--- src/rtl/alu_pkg.sv ---
// ---------------------------------------------------------------------------
// alu_pkg
//   Definitions shared by the execute-stage ALU and the ALU controller.
//   - alu_op_e     : 4-bit Operation code issued by the controller
//   - alu_state_e  : control states of the execute unit
//   - WIDTH_DEFAULT: default operand/result width
//   - is_shift_op  : true for operations routed to the serial shifter
// ---------------------------------------------------------------------------
package alu_pkg;

    localparam int WIDTH_DEFAULT = 32;

    typedef enum logic [3:0] {
        OP_AND  = 4'b0000,
        OP_OR   = 4'b0001,
        OP_ADD  = 4'b0010,
        OP_SUB  = 4'b0011,
        OP_XOR  = 4'b0100,
        OP_SLT  = 4'b0101,
        OP_SLL  = 4'b0110,
        OP_SRL  = 4'b0111,
        OP_SRA  = 4'b1000,
        OP_BEQ  = 4'b1001,
        OP_BNE  = 4'b1010,
        OP_BLT  = 4'b1011,
        OP_BGE  = 4'b1100,
        OP_SLTU = 4'b1101,
        OP_BLTU = 4'b1110,
        OP_BGEU = 4'b1111
    } alu_op_e;

    typedef enum logic [1:0] {
        IDLE  = 2'd0,
        SHIFT = 2'd1,
        DONE  = 2'd2
    } alu_state_e;

    function automatic logic is_shift_op(input alu_op_e op);
        return (op == OP_SLL) || (op == OP_SRL) || (op == OP_SRA);
    endfunction

endpackage

--- src/rtl/serial_shifter.sv ---
// ---------------------------------------------------------------------------
// serial_shifter
//   Shifts an accumulator by one bit per clock until the loaded count runs
//   out. Direction and fill mode are captured at load time.
//   Ports:
//     clk, reset  : clock, asynchronous active-high reset
//     load        : capture data_in / shamt / shift_left / arith
//     data_in     : value to shift
//     shamt       : number of single-bit shifts to perform
//     shift_left  : 1 = shift left (zero fill), 0 = shift right
//     arith       : right shifts replicate the MSB when set
//     acc_next    : accumulator value after the shift of this cycle
//     busy        : shifts remain (count non-zero)
//     done        : this cycle performs the final shift; acc_next is final
// ---------------------------------------------------------------------------
module serial_shifter
    import alu_pkg::*;
#(
    parameter int   WIDTH   = WIDTH_DEFAULT,
    localparam int  SHAMT_W = $clog2(WIDTH)
) (
    input  logic               clk,
    input  logic               reset,
    input  logic               load,
    input  logic [WIDTH-1:0]   data_in,
    input  logic [SHAMT_W-1:0] shamt,
    input  logic               shift_left,
    input  logic               arith,
    output logic [WIDTH-1:0]   acc_next,
    output logic               busy,
    output logic               done
);

    logic [WIDTH-1:0]   acc;
    logic [SHAMT_W-1:0] cnt;
    logic               left_q;
    logic               arith_q;

    assign busy = (cnt != '0);
    assign done = (cnt == SHAMT_W'(1));

    // Right fill bit is the old MSB only for arithmetic shifts.
    assign acc_next = left_q ? {acc[WIDTH-2:0], 1'b0}
                             : {arith_q & acc[WIDTH-1], acc[WIDTH-1:1]};

    always_ff @(posedge clk or posedge reset) begin
        if (reset) begin
            acc     <= '0;
            cnt     <= '0;
            left_q  <= 1'b0;
            arith_q <= 1'b0;
        end else if (load) begin
            acc     <= data_in;
            cnt     <= shamt;
            left_q  <= shift_left;
            arith_q <= arith;
        end else if (busy) begin
            acc     <= acc_next;
            cnt     <= cnt - SHAMT_W'(1);
        end
    end

endmodule

--- src/rtl/alu_exec_unit.sv ---
// ---------------------------------------------------------------------------
// alu_exec_unit
//   Execute-stage ALU. Single-cycle logic/arithmetic/compare operations and
//   serial (1 bit per cycle) shifts, with valid/ready handshakes on both
//   sides and a registered result.
//   Ports:
//     clk, reset    : clock, asynchronous active-high reset
//     in_valid      : operation and operands presented
//     in_ready      : operation accepted this cycle when in_valid is high
//     operation     : 4-bit Operation code (alu_op_e)
//     src_a, src_b  : operands; shifts use src_b[SHAMT_W-1:0] as amount
//     out_valid     : result/branch_taken/zero hold a valid result
//     out_ready     : consumer takes the result this cycle
//     result        : registered ALU result
//     branch_taken  : branch condition for branch codes, else 0
//     zero          : registered result equals zero
// ---------------------------------------------------------------------------
module alu_exec_unit
    import alu_pkg::*;
#(
    parameter int WIDTH = WIDTH_DEFAULT
) (
    input  logic             clk,
    input  logic             reset,
    input  logic             in_valid,
    output logic             in_ready,
    input  logic [3:0]       operation,
    input  logic [WIDTH-1:0] src_a,
    input  logic [WIDTH-1:0] src_b,
    output logic             out_valid,
    input  logic             out_ready,
    output logic [WIDTH-1:0] result,
    output logic             branch_taken,
    output logic             zero
);

    localparam int SHAMT_W = $clog2(WIDTH);

    function automatic logic [WIDTH-1:0] flag_word(input logic c);
        return {{(WIDTH-1){1'b0}}, c};
    endfunction

    alu_state_e          state;
    alu_state_e          state_next;
    alu_op_e             op;
    logic                accept;
    logic                pop;
    logic                op_is_shift;
    logic [SHAMT_W-1:0]  shamt;

    logic                sh_load;
    logic                sh_busy;
    logic                sh_done;
    logic [WIDTH-1:0]    sh_acc_next;

    logic signed [WIDTH-1:0] a_s;
    logic signed [WIDTH-1:0] b_s;
    logic                lt_s;
    logic                lt_u;
    logic                eq;
    logic [WIDTH-1:0]    alu_res;
    logic                alu_br;

    assign op          = alu_op_e'(operation);
    assign shamt       = src_b[SHAMT_W-1:0];
    assign op_is_shift = is_shift_op(op);

    assign in_ready  = (state == IDLE) || ((state == DONE) && out_ready);
    assign out_valid = (state == DONE);
    assign accept    = in_valid && in_ready;
    assign pop       = out_valid && out_ready;
    assign sh_load   = accept && op_is_shift;

    // ---- single-cycle datapath ---------------------------------------------
    assign a_s  = src_a;
    assign b_s  = src_b;
    assign lt_s = (a_s < b_s);
    assign lt_u = (src_a < src_b);
    assign eq   = (src_a == src_b);

    always_comb begin
        alu_res = '0;
        alu_br  = 1'b0;
        case (op)
            OP_AND:  alu_res = src_a & src_b;
            OP_OR:   alu_res = src_a | src_b;
            OP_ADD:  alu_res = src_a + src_b;
            OP_SUB:  alu_res = src_a - src_b;
            OP_XOR:  alu_res = src_a ^ src_b;
            OP_SLT:  alu_res = flag_word(lt_s);
            OP_SLTU: alu_res = flag_word(lt_u);
            OP_BEQ: begin
                alu_br  = eq;
                alu_res = flag_word(eq);
            end
            OP_BNE: begin
                alu_br  = !eq;
                alu_res = flag_word(!eq);
            end
            OP_BLT: begin
                alu_br  = lt_s;
                alu_res = flag_word(lt_s);
            end
            OP_BGE: begin
                alu_br  = !lt_s;
                alu_res = flag_word(!lt_s);
            end
            OP_BLTU: begin
                alu_br  = lt_u;
                alu_res = flag_word(lt_u);
            end
            OP_BGEU: begin
                alu_br  = !lt_u;
                alu_res = flag_word(!lt_u);
            end
            // Shift codes produce their value through the serial shifter.
            default: begin
                alu_res = '0;
                alu_br  = 1'b0;
            end
        endcase
    end

    // ---- serial shifter ----------------------------------------------------
    serial_shifter #(
        .WIDTH (WIDTH)
    ) u_shifter (
        .clk        (clk),
        .reset      (reset),
        .load       (sh_load),
        .data_in    (src_a),
        .shamt      (shamt),
        .shift_left (op == OP_SLL),
        .arith      (op == OP_SRA),
        .acc_next   (sh_acc_next),
        .busy       (sh_busy),
        .done       (sh_done)
    );

    // ---- control FSM -------------------------------------------------------
    always_ff @(posedge clk or posedge reset) begin
        if (reset) begin
            state <= IDLE;
        end else begin
            state <= state_next;
        end
    end

    always_comb begin
        state_next = state;
        case (state)
            IDLE, DONE: begin
                if (pop) begin
                    state_next = IDLE;
                end
                // A pop and a new accept may share a cycle (back-to-back).
                if (accept) begin
                    state_next = (op_is_shift && (shamt != '0)) ? SHIFT : DONE;
                end
            end
            SHIFT: begin
                if (sh_done) begin
                    state_next = DONE;
                end else if (!sh_busy) begin
                    state_next = IDLE;
                end
            end
            default: state_next = IDLE;
        endcase
    end

    // ---- result registers --------------------------------------------------
    always_ff @(posedge clk or posedge reset) begin
        if (reset) begin
            result       <= '0;
            branch_taken <= 1'b0;
            zero         <= 1'b0;
        end else if (accept) begin
            if (op_is_shift) begin
                // Final for a zero shift amount; otherwise overwritten when
                // the shifter finishes.
                result       <= src_a;
                branch_taken <= 1'b0;
                zero         <= (src_a == '0);
            end else begin
                result       <= alu_res;
                branch_taken <= alu_br;
                zero         <= (alu_res == '0);
            end
        end else if ((state == SHIFT) && sh_done) begin
            result       <= sh_acc_next;
            branch_taken <= 1'b0;
            zero         <= (sh_acc_next == '0);
        end
    end

endmodule

--- config.mk ---
export PLATFORM = sky130hd
export DESIGN_NAME = alu_exec_unit
export DESIGN_NICKNAME = d
export VERILOG_FILES = /design/src/rtl/alu_pkg.sv /design/src/rtl/serial_shifter.sv /design/src/rtl/alu_exec_unit.sv
export SDC_FILE = /design/constraint.sdc
export NUM_CORES = 1
export LEC_CHECK = 0
export ABC_CLOCK_PERIOD_IN_PS = 5300
export CAP_MARGIN = 20
export CORE_MARGIN = 2
export CORE_UTILIZATION = 68
export DETAILED_ROUTE_END_ITERATION = 7
export DONT_BUFFER_PORTS = 1
export PLACE_DENSITY = 0.87
export SLEW_MARGIN = 25
export SYNTH_ARGS = -nofsm -noshare
export SYNTH_HDL_FRONTEND = slang
export SYNTH_SLANG_ARGS = --single-unit
--- constraint.sdc ---
create_clock -name clk -period 5.3 [get_ports clk]
set_input_delay 1.325 -clock clk [delete_from_list [all_inputs] [get_ports clk]]
set_output_delay 1.325 -clock clk [all_outputs]
set_load 0.01 [all_outputs]
==> summary.md <==
| Metric | Value |
|---|---|
| Root Buffer Master | `clkbuf_16` |
| Max frequency | `199 MHz` |
| Final setup viols | `0` |
| Worst path slowest cell | `nor4_1` |
| Number of port buffers | `0` |
| Synth Warn # | `0` |
| Vias in the first global route | `10528` |
| Comb pwr share | `48.7%` |
| Final Core Density | `71.5%` |
| Setup bufs post-CTS | `0` |
| Clk buf depth | `2` |
| #FFs+latches synth | `75` |
| Final-report hold violation count | `0` |
| Max-slew headroom | `32.4%` |
| Iteration count of the initial detailed-routing pass | `6` |
| First-pass GRT wire length | `58900 µm` |
| Die width | `125 µm` |
| Pin count of the biggest net entering global routing | `68` |
| GRT Resource Usage Total | `48.0%` |
| WHS | `0.565 ns` |
| P&R area growth vs syn | `3.97%` |
| GRT overflow | `0` |
| Unique masters post-synth | `90` |
| Met1 Usage GRT | `64.2%` |
| Slowest stage delay, CP | `0.46 ns` |
| Initial antenna violation count | `2` |
| CP required | `5.54 ns` |
| Most Crowded Layer GR | `met2` |
| Largest cells by area after synthesis | `dfrtp_1, ha_1, a21oi_1` |
| Worst-margin pin slew | `1.01 ns` |
| Total wire length | `38300 µm` |
| Filler Cell Count | `1178` |
| R2R Setup Slk | `2.16 ns` |
| Core area | `14400 µm²` |
| Reg clk slew, reported paths | `0.05 ns` |
| Site Rows | `44` |
| DP Wirelength | `29400 µm` |
| Layout Skew | `0.00485 ns` |
| Post-Route Setup TNS | `0 ns` |
| Switching pwr | `0.00153 W` |
| Status | `finished, final reports clean` |
| EDFF count, synth | `0` |
| Hold WC Path Type | `reg2reg` |
| Die ar. | `15500 µm²` |
| Flop pwr share | `32.8%` |
| Hold_buf cts | `0` |
| CP delay by family, top | `simple AND/OR/NAND/NOR gates` |
| Met2 usage | `68.3%` |
| DRC Markers | `0` |
| # H-tree levels | `3` |
| Syn Std Cell Area | `9880 µm²` |
| Final Wtd Congestion | `1.16` |
| Register area share after synthesis | `19.0%` |
| Primary FF master, synth | `dfrtp_1` |
| Top cell type by total area after synthesis | `dfrtp_1` |
| Clock power share | `18.4%` |
| Routed WL per cell | `25.9 µm` |
| Leading cell types by count after synthesis | `nand2_1, a21oi_1, nor2_1` |
| Max-slew violations | `0` |
| Crit path cell chain | `inv_1 -> ha_1 -> inv_1 -> fa_1 -> nor2b_1 -> o311ai_1 -> a31oi_1 -> nor3b_1 -> a211oi_1 -> nand4_1 -> nor4_1 -> nand4_1 -> nor4_1 -> nand4_1 -> o41ai_2` |
| Met3 usage | `17.6%` |
| Gate Count Post-Synth | `1340` |
| Critical Path AT | `5.26 ns` |
| Die Height | `125 µm` |
| Worst path bufs/invs | `2` |
| CTS Buf Count | `9` |
| Maxcap violations | `0` |
| Final period util | `94.6%` |
| RSZ-0062 raised after global routing | `no` |
| IR drop worst, VDD | `0.205 mV` |
| Cell Int Power | `0.00178 W` |
| Vias | `11252` |
| Insertion delay to the later sink of the worst-skew pair | `0.34 ns` |
| Post-layout min period | `5.01 ns` |
| Most frequent cell after synthesis | `nand2_1` |
| # IOs | `108` |
| Total power | `0.00331 W` |
| CTS tree | `built` |
| Switching part of the total | `46.3%` |
| Avg Inst Size Synth | `7.37 µm²` |
| Lkg Pwr | `4.50 nW` |
| Layout cells sized above 1 | `6.96%` |
| Initial Util | `68.7%` |
| CP most frequent cell | `nand4_1` |
| Final net count | `1466` |
| Synth Net Count | `1516` |
| Crit. End Element | `flip-flop` |
| Vias per std cell | `7.61` |
| Crit path kind | `in2reg` |
| Ant diodes | `0` |
| Synth async-reset ratio | `100%` |
| Post-DRT Antenna Nets | `0` |
| DRT iter0 DRCs | `1965` |
| Critical Path Start Type | `input port` |
| Post-synth top area share | `19.0%` |
| Crit path max fanout | `4` |
| Post-CTS Resized | `0` |
| Pwr dens | `322 nW/µm²` |
| Clk sinks | `75` |
-- stage by stage --
stage	instances	worst slack, ns	instance area (µm²)
floorplan	1340	0.974	9880
global placement	1463	0.186	9960
detailed placement	1463	0.181	9970
CTS	1478	0.509	10300
global route	1478	0.115	10300
finish	1478	0.285	10300
-- worst paths after layout --
kind / from / end / cells after the start
max: src_a[0] / zero$_DFFE_PP0P_ / 15
min: u_shifter.acc[18]$_DFFE_PP0P_ / u_shifter.acc[18]$_DFFE_PP0P_ / 2
max reg2reg: u_shifter.cnt[2]$_DFFE_PP0P_ / result[17]$_DFFE_PP0P_ / 5
min reg2reg: u_shifter.acc[18]$_DFFE_PP0P_ / u_shifter.acc[18]$_DFFE_PP0P_ / 2
max in group asynchronous: reset / u_shifter.acc[4]$_DFFE_PP0P_ / 2
min in group asynchronous: reset / u_shifter.acc[25]$_DFFE_PP0P_ / 1
-- kinds of logic (layout without fill, tap and decap cells) --
group	count (synthesis)	after routing	share of synthesized area, %
AOI/OAI and AO/OA	477	477	32.9
xor gates and xnor gates	12	12	1.06
adders and majority gates	104	104	13.3
buffers and inverters	194	148	7.74
DFF	75	75	19.0
muxes	49	49	5.03
and+or+nand+nor	429	429	20.9
-- placed cells by master (no fill, tap or decap), types with 11 or more instances in the layout --
cell type  count
nor2b_1       12
ha_1         102
dfrtp_1       75
nor3_1        24
nor4_1        25
o21ai_0       97
a31oi_1       22
a211oi_1      12
inv_1        103
nand2_1      136
nand3_1       28
nand4_1       27
o211ai_1      45
nor2_1       107
a21oi_1      122
a221oi_1      21
o31ai_1       11
nand2b_1      11
mux2i_1       44
buf_4         24
a21o_1        12
-- flip-flops by register name, indices dropped and copies added, names as in the netlist --
name / count
u_shifter.arith_q: 1
u_shifter.left_q: 1
state: 2
result: 32
zero: 1
u_shifter.acc: 32
u_shifter.cnt: 5
branch_taken: 1
-- metal layers --
metal / up-vias / wire (µm) / part of all wire [%]
met2: 1056 / 15200 / 40
met5: - / 10 / 0.026
met1: 5134 / 13900 / 36
met4: 2 / 2360 / 6.2
li1: 4826 / - / -
met3: 234 / 6750 / 18
-- power groups by stage --
stage / Combinational [W] / Sequential [W] / Clock, W
after floorplan: 0.00112 / 0.00101 / 0
after global placement: 0.00148 / 0.00107 / 0
after detailed placement: 0.00151 / 0.00108 / 0
after CTS: 0.00153 / 0.00108 / 0.000602
after global routing: 0.00173 / 0.00111 / 0.000626
final: 0.00161 / 0.00109 / 0.000609
-- layout make-up --
| class | instances | area (µm²) | share of cell area, % |
|---|---|---|---|
| Multi-Input combinational cell | 1071 | 7270 | 70.9 |
| Sequential cell | 75 | 1880 | 18.3 |
| Inverter | 109 | 410 | 4.00 |
| Clock buffer | 13 | 260 | 2.53 |
| Tap cell | 184 | 230 | 2.24 |
| Timing Repair Buffer | 24 | 180 | 1.75 |
| Clock inverter | 2 | 35.0 | 0.341 |
-- worst min-delay path: stages (launching register included) --
cell,delay [ns]
dfrtp_1,0.36
o211ai_1,0.10
o21ai_0,0.07
No activity file was read; power rests on OpenSTA's default activity.
